==> config.mk <==
export PLATFORM = sky130hd
export DESIGN_NAME = if_id_queue
export DESIGN_NICKNAME = d
export VERILOG_FILES = /design/src/rtl/rv32i_pkg.sv /design/src/rtl/rv32i_predecode.sv /design/src/rtl/if_id_queue.sv
export SDC_FILE = /design/constraint.sdc
export NUM_CORES = 1
export LEC_CHECK = 0
export ABC_AREA = 1
export ABC_CLOCK_PERIOD_IN_PS = 7500
export CORE_ASPECT_RATIO = 0.75
export CORE_MARGIN = 2
export CORE_UTILIZATION = 52
export CTS_CLUSTER_DIAMETER = 200
export DETAILED_ROUTE_END_ITERATION = 6
export PLACE_DENSITY = 0.8
export SYNTH_ARGS = -nofsm -noshare
export SYNTH_HDL_FRONTEND = slang
export SYNTH_SLANG_ARGS = --single-unit
==> constraint.sdc <==
create_clock -name clk_i -period 7.5 [get_ports clk_i]
set_input_delay 1.5 -clock clk_i [delete_from_list [all_inputs] [get_ports clk_i]]
set_output_delay 1.5 -clock clk_i [all_outputs]
set_load 0.1 [all_outputs]
==> src/rtl/rv32i_pkg.sv <==
// Shared RV32I constants and types for the front-end pipeline blocks.
// Holds the NOP encoding, control-flow opcodes and the predecode flag bundle.
package rv32i_pkg;

  localparam int XLEN = 32;

  localparam logic [31:0] NOP_INSTR = 32'h00000013;

  localparam logic [6:0] OPC_BRANCH = 7'b1100011;
  localparam logic [6:0] OPC_JAL    = 7'b1101111;
  localparam logic [6:0] OPC_JALR   = 7'b1100111;

  typedef struct packed {
    logic br;
    logic jal;
    logic jalr;
  } predecode_t;

endpackage

==> src/rtl/rv32i_predecode.sv <==
// Combinational opcode classifier: flags conditional branches, JAL and JALR.
// Only instantiated by if_id_queue when IF_ID_PREDECODE_EN is defined.
module rv32i_predecode
  import rv32i_pkg::*;
(
  input  logic [6:0] i_opcode,
  output predecode_t o_flags
);

  always_comb begin
    o_flags      = '0;
    o_flags.br   = (i_opcode == OPC_BRANCH);
    o_flags.jal  = (i_opcode == OPC_JAL);
    o_flags.jalr = (i_opcode == OPC_JALR);
  end

endmodule

==> src/rtl/if_id_queue.sv <==
// IF/ID instruction buffer: circular FIFO of {pc, instr} with early fetch stall.
// Optional head predecode flags are enabled by defining IF_ID_PREDECODE_EN.
module if_id_queue #(
  parameter int DEPTH        = 4,
  parameter int STALL_THRESH = DEPTH - 2,
  parameter int XLEN         = rv32i_pkg::XLEN
) (
  input  logic                     clk_i,
  input  logic                     rst_i,
  input  logic                     flush_i,
  input  logic                     valid_i,
  input  logic [XLEN-1:0]          pc_i,
  input  logic [XLEN-1:0]          instr_i,
  output logic                     stall_o,
  output logic                     valid_o,
  output logic [XLEN-1:0]          pc_o,
  output logic [XLEN-1:0]          instr_o,
  input  logic                     ready_i,
  output logic [$clog2(DEPTH):0]   count_o,
  output logic                     overflow_o,
  output logic                     br_o,
  output logic                     jal_o,
  output logic                     jalr_o
);

  import rv32i_pkg::*;

  localparam int PW = $clog2(DEPTH);
  localparam int CW = $clog2(DEPTH) + 1;
  localparam logic [CW-1:0] FULL_CNT   = CW'(DEPTH);
  localparam logic [CW-1:0] THRESH_CNT = CW'(STALL_THRESH);

  logic [PW-1:0]   r_wr_ptr;
  logic [PW-1:0]   r_rd_ptr;
  logic [CW-1:0]   r_count;
  logic            r_overflow;
  logic [XLEN-1:0] r_pc    [DEPTH];
  logic [XLEN-1:0] r_instr [DEPTH];

  logic       w_valid;
  logic       w_pop;
  logic       w_push;
  predecode_t w_pd_head;

  assign w_valid = (r_count != '0);
  assign w_pop   = w_valid & ready_i & ~flush_i;
  // A pop in the same cycle frees a slot, so a full queue can still accept.
  assign w_push  = valid_i & ~flush_i & ((r_count < FULL_CNT) | w_pop);

  always_ff @(posedge clk_i) begin
    if (rst_i) begin
      r_wr_ptr   <= '0;
      r_rd_ptr   <= '0;
      r_count    <= '0;
      r_overflow <= 1'b0;
    end else if (flush_i) begin
      r_wr_ptr   <= '0;
      r_rd_ptr   <= '0;
      r_count    <= '0;
      r_overflow <= 1'b0;
    end else begin
      if (w_push) r_wr_ptr <= r_wr_ptr + PW'(1);
      if (w_pop)  r_rd_ptr <= r_rd_ptr + PW'(1);
      if (w_push & ~w_pop)      r_count <= r_count + CW'(1);
      else if (~w_push & w_pop) r_count <= r_count - CW'(1);
      if (valid_i & ~w_push) r_overflow <= 1'b1;
    end
  end

  always_ff @(posedge clk_i) begin
    if (w_push & ~rst_i) begin
      r_pc[r_wr_ptr]    <= pc_i;
      r_instr[r_wr_ptr] <= instr_i;
    end
  end

`ifdef IF_ID_PREDECODE_EN
  predecode_t w_pd_in;
  predecode_t r_pd [DEPTH];

  rv32i_predecode u_predecode (
    .i_opcode (instr_i[6:0]),
    .o_flags  (w_pd_in)
  );

  always_ff @(posedge clk_i) begin
    if (w_push & ~rst_i) r_pd[r_wr_ptr] <= w_pd_in;
  end

  assign w_pd_head = w_valid ? r_pd[r_rd_ptr] : '0;
`else
  assign w_pd_head = '0;
`endif

  assign valid_o    = w_valid;
  assign stall_o    = (r_count >= THRESH_CNT);
  assign count_o    = r_count;
  assign overflow_o = r_overflow;
  assign pc_o       = w_valid ? r_pc[r_rd_ptr]    : '0;
  assign instr_o    = w_valid ? r_instr[r_rd_ptr] : XLEN'(NOP_INSTR);
  assign br_o       = w_pd_head.br;
  assign jal_o      = w_pd_head.jal;
  assign jalr_o     = w_pd_head.jalr;

endmodule

==> flow_summary.json <==
{
  "synth_top_area_cell": "sky130_fd_sc_hd__edfxtp_1",
  "worst_skew_pair.late_latency_ps": 510,
  "num_antenna_cells": 0,
  "worstSetupPathDepth": 5,
  "drive_gt1_share_pct": 6.14,
  "route.antenna.remaining_nets": 0,
  "post-synth-top-count-cell": "sky130_fd_sc_hd__nor2_1",
  "cts.htree.levels": 1,
  "vias_in_the_first_global_route": 6595,
  "critical_path_peak_fanout": 71,
  "arrival_ps": 4270,
  "tritoncts.num_buffers": 25,
  "setup-violations-final": 0,
  "worst-r2r-setup-slack_ps": 4700,
  "vdd_drop_max_uv": 148,
  "nNetsFinal": 1035,
  "post_synth_instance_area_um2": 10500,
  "core.rowCount": 44,
  "timing.critical_path.max_delay_family": "buffers and inverters",
  "clockPowerShare_pct": 37.5,
  "route.detailed.drc": 0,
  "critPathRequiredTime_ps": 6000,
  "regToRegStartpoint": "count_o[2]",
  "asyncSetResetFlopFracSynth_pct": 0,
  "path_cells": "clkinv_2 > buf_4 > o21ai_0 > a21oi_1 > clkdlybuf4s50_1",
  "pd_cells_nw_per_um2": 256,
  "cp.buffers_inverters": 3,
  "critical_path.max_stage_delay_ps": 1000,
  "synth_top_cells_by_count": "sky130_fd_sc_hd__nor2_1, sky130_fd_sc_hd__edfxtp_1, sky130_fd_sc_hd__o21ai_0",
  "cts_num_sinks": 266,
  "timing_max_transition_violations_final": 0,
  "grt_max_degree": 72,
  "netlist.area_leader.share_pct": 73.2,
  "yosys_register_bits": 266,
  "timing.reg2reg.worst_path_depth": 6,
  "floorplan.die.height_um": 127,
  "detailroute.via_count": 6750,
  "core-area_um2": 19500,
  "criticalPathCategory": "flip-flop to primary output",
  "gp_routability_congestion": 0.765,
  "post_synth_inst_count": 834,
  "hold_path.class": "flip-flop to flip-flop",
  "grt-ovfl-total": 0,
  "seq_area_frac_synth_pct": 75.1,
  "die_x_um": 168,
  "nFillCells": 1397,
  "ys_dominant_reg_cell": "sky130_fd_sc_hd__edfxtp_1",
  "setup_slack_ps": 1730,
  "synth.avg_cell_area_um2": 12.6,
  "worst_r2r_endpoint": "r_instr[2][5]",
  "cts.reportedPaths.clkPinSlew_ps": 60,
  "syn_to_final_growth_pct": 21.7,
  "crit_path_end": "pc_o[6]",
  "preCtsSetupSlack_ps": 2260,
  "vias_per_cell": 5.49,
  "leakage_dissipation_nw": 4.31,
  "cp_slowest_cell": "sky130_fd_sc_hd__clkdlybuf4s50_1",
  "post_cts_buffers": 0,
  "wirelength_um": 22000,
  "drt-wirelength-per-cell_um": 17.9,
  "worstSetupEndpointType": "primary output",
  "die-area_um2": 21300,
  "floorplan.io_pins": 142,
  "cts.repair.resized": 0,
  "achievable-frequency_mhz": 173,
  "yosysUniqueCellTypes": 20,
  "fin_skew_ps": 6.33,
  "synth.area.top_cells": "sky130_fd_sc_hd__edfxtp_1, sky130_fd_sc_hd__nor2_1, sky130_fd_sc_hd__o21ai_0",
  "cts_tree": "built",
  "port_buffers": 138,
  "initial_utilization_pct": 53.7,
  "ctsLongestPathBuffers": 3,
  "clock_tree.root_cell": "sky130_fd_sc_hd__clkbuf_16",
  "setup_repair_after_global_routing_missed_its_margin": "false",
  "ys_warn_count": 0,
  "firstDrtPassIters": 5,
  "switching_power_uw": 821,
  "max-slew-margin-rel_pct": 26.1,
  "drt-initial-drc-count": 675,
  "fin_crit_sh_pct": 76.9,
  "postCtsHoldBufs": 0,
  "globalRouteTotalUtil_pct": 20.3,
  "global_route_wire_length_before_repair_um": 34200,
  "detailedPlacementHpwl_um": 12100,
  "antenna_violations_before_repair": 0,
  "start_kind": "flip-flop",
  "pwr-share-seq_pct": 50.6,
  "cell_internal_pwr_mw": 2.44,
  "final.setup.tns_ps": 0,
  "tightest_slew_ps": 1110,
  "power_switching_share_pct": 25.2,
  "timing.max_cap.violations": 0,
  "report.final.hold_viol_count": 0,
  "combPwrFrac_pct": 12.0,
  "outcome": "completed",
  "synth-edff-count": 256,
  "final.min_clock_period_ps": 5770
}
-- worst register-to-register path: cells and delay by family (launching register included) --
| family | cells | cell delay [ps] |
|---|---|---|
| AND/OR/NAND/NOR | 4 | 1350 |
| buffers and inverters | 2 | 740 |
| flip-flops | 1 | 330 |
-- per-layer routing --
metal  routed length, um  global-route usage [%]
met2               10500                    33.6
met3                1570                    3.31
met4                 320                    4.11
met5                   0                       0
met1                9590                    29.2
-- flip-flops by register name, summed over array words and instances (netlist names), named ones only --
register	flops
r_instr	128
count_o	3
r_rd_ptr	2
r_pc	128
r_wr_ptr	2
overflow_o	1
-- cell type report --
class | count | area [um^2] | area share, %
Tap cell | 253 | 317 | 2.48
Timing Repair Buffer | 147 | 1450 | 11.3
Clock buffer | 30 | 707 | 5.53
Sequential cell | 266 | 7890 | 61.8
Clock inverter | 14 | 103 | 0.803
Multi-Input combinational cell | 500 | 2230 | 17.4
Inverter | 20 | 76.3 | 0.598
-- per-stage QoR --
stage	area [um^2]	hold slack (ps)	std cells	power [mW]	util, %
2_1_floorplan	10500	468	836	1.95	-
3_3_place_gp	12000	455	1186	2.07	61.2
3_5_place_dp	12000	470	1186	2.07	61.2
4_1_cts	12800	487	1230	3.29	65.4
5_1_grt	12800	539	1230	3.35	65.4
6_report	12800	483	1230	3.27	65.4
-- logic make-up after synthesis --
group	Yosys count	synth area share, %
compound gates	199	9.49
xor+xnor	1	0.0835
fa+ha+maj	6	0.787
buf+inv	70	3.98
flops	266	75.1
other cells	1	0.0357
simple gates	291	10.5
-- how the worst min path moves through the flow --
stage	start	endpoint	cells after the start
CTS	overflow_o	overflow_o	2
floorplan	r_rd_ptr[1]	flip-flop	2
global route	overflow_o	overflow_o	2
finish	overflow_o	overflow_o	2
detailed placement	overflow_o	overflow_o	2
global placement	overflow_o	overflow_o	2
-- layout by cell type, fill, tap and decap left out, types with 2 or more instances in the layout --
| cell | count |
|---|---|
| sky130_fd_sc_hd__clkinv_2 | 7 |
| sky130_fd_sc_hd__buf_4 | 9 |
| sky130_fd_sc_hd__dfxtp_1 | 8 |
| sky130_fd_sc_hd__clkbuf_8 | 2 |
| sky130_fd_sc_hd__clkinv_1 | 3 |
| sky130_fd_sc_hd__edfxtp_1 | 256 |
| sky130_fd_sc_hd__o21ai_0 | 122 |
| sky130_fd_sc_hd__clkbuf_16 | 27 |
| sky130_fd_sc_hd__a21oi_1 | 72 |
| sky130_fd_sc_hd__conb_1 | 3 |
| sky130_fd_sc_hd__nor2_1 | 254 |
| sky130_fd_sc_hd__nand3_1 | 4 |
| sky130_fd_sc_hd__clkdlybuf4s50_1 | 138 |
| sky130_fd_sc_hd__nor2_4 | 4 |
| sky130_fd_sc_hd__nand2_1 | 28 |
| sky130_fd_sc_hd__o21ai_1 | 5 |
| sky130_fd_sc_hd__ha_1 | 5 |
| sky130_fd_sc_hd__inv_2 | 3 |
| sky130_fd_sc_hd__inv_1 | 16 |
-- power groups by stage --
stage / Sequential, mW / Combinational (mW) / Clock, mW
floorplan: 1.69 / 0.262 / 0
global placement: 1.68 / 0.387 / 0
detailed placement: 1.68 / 0.390 / 0
CTS: 1.65 / 0.392 / 1.24
global route: 1.65 / 0.407 / 1.29
finish: 1.65 / 0.391 / 1.22
Power figures use the tool's default switching activity.
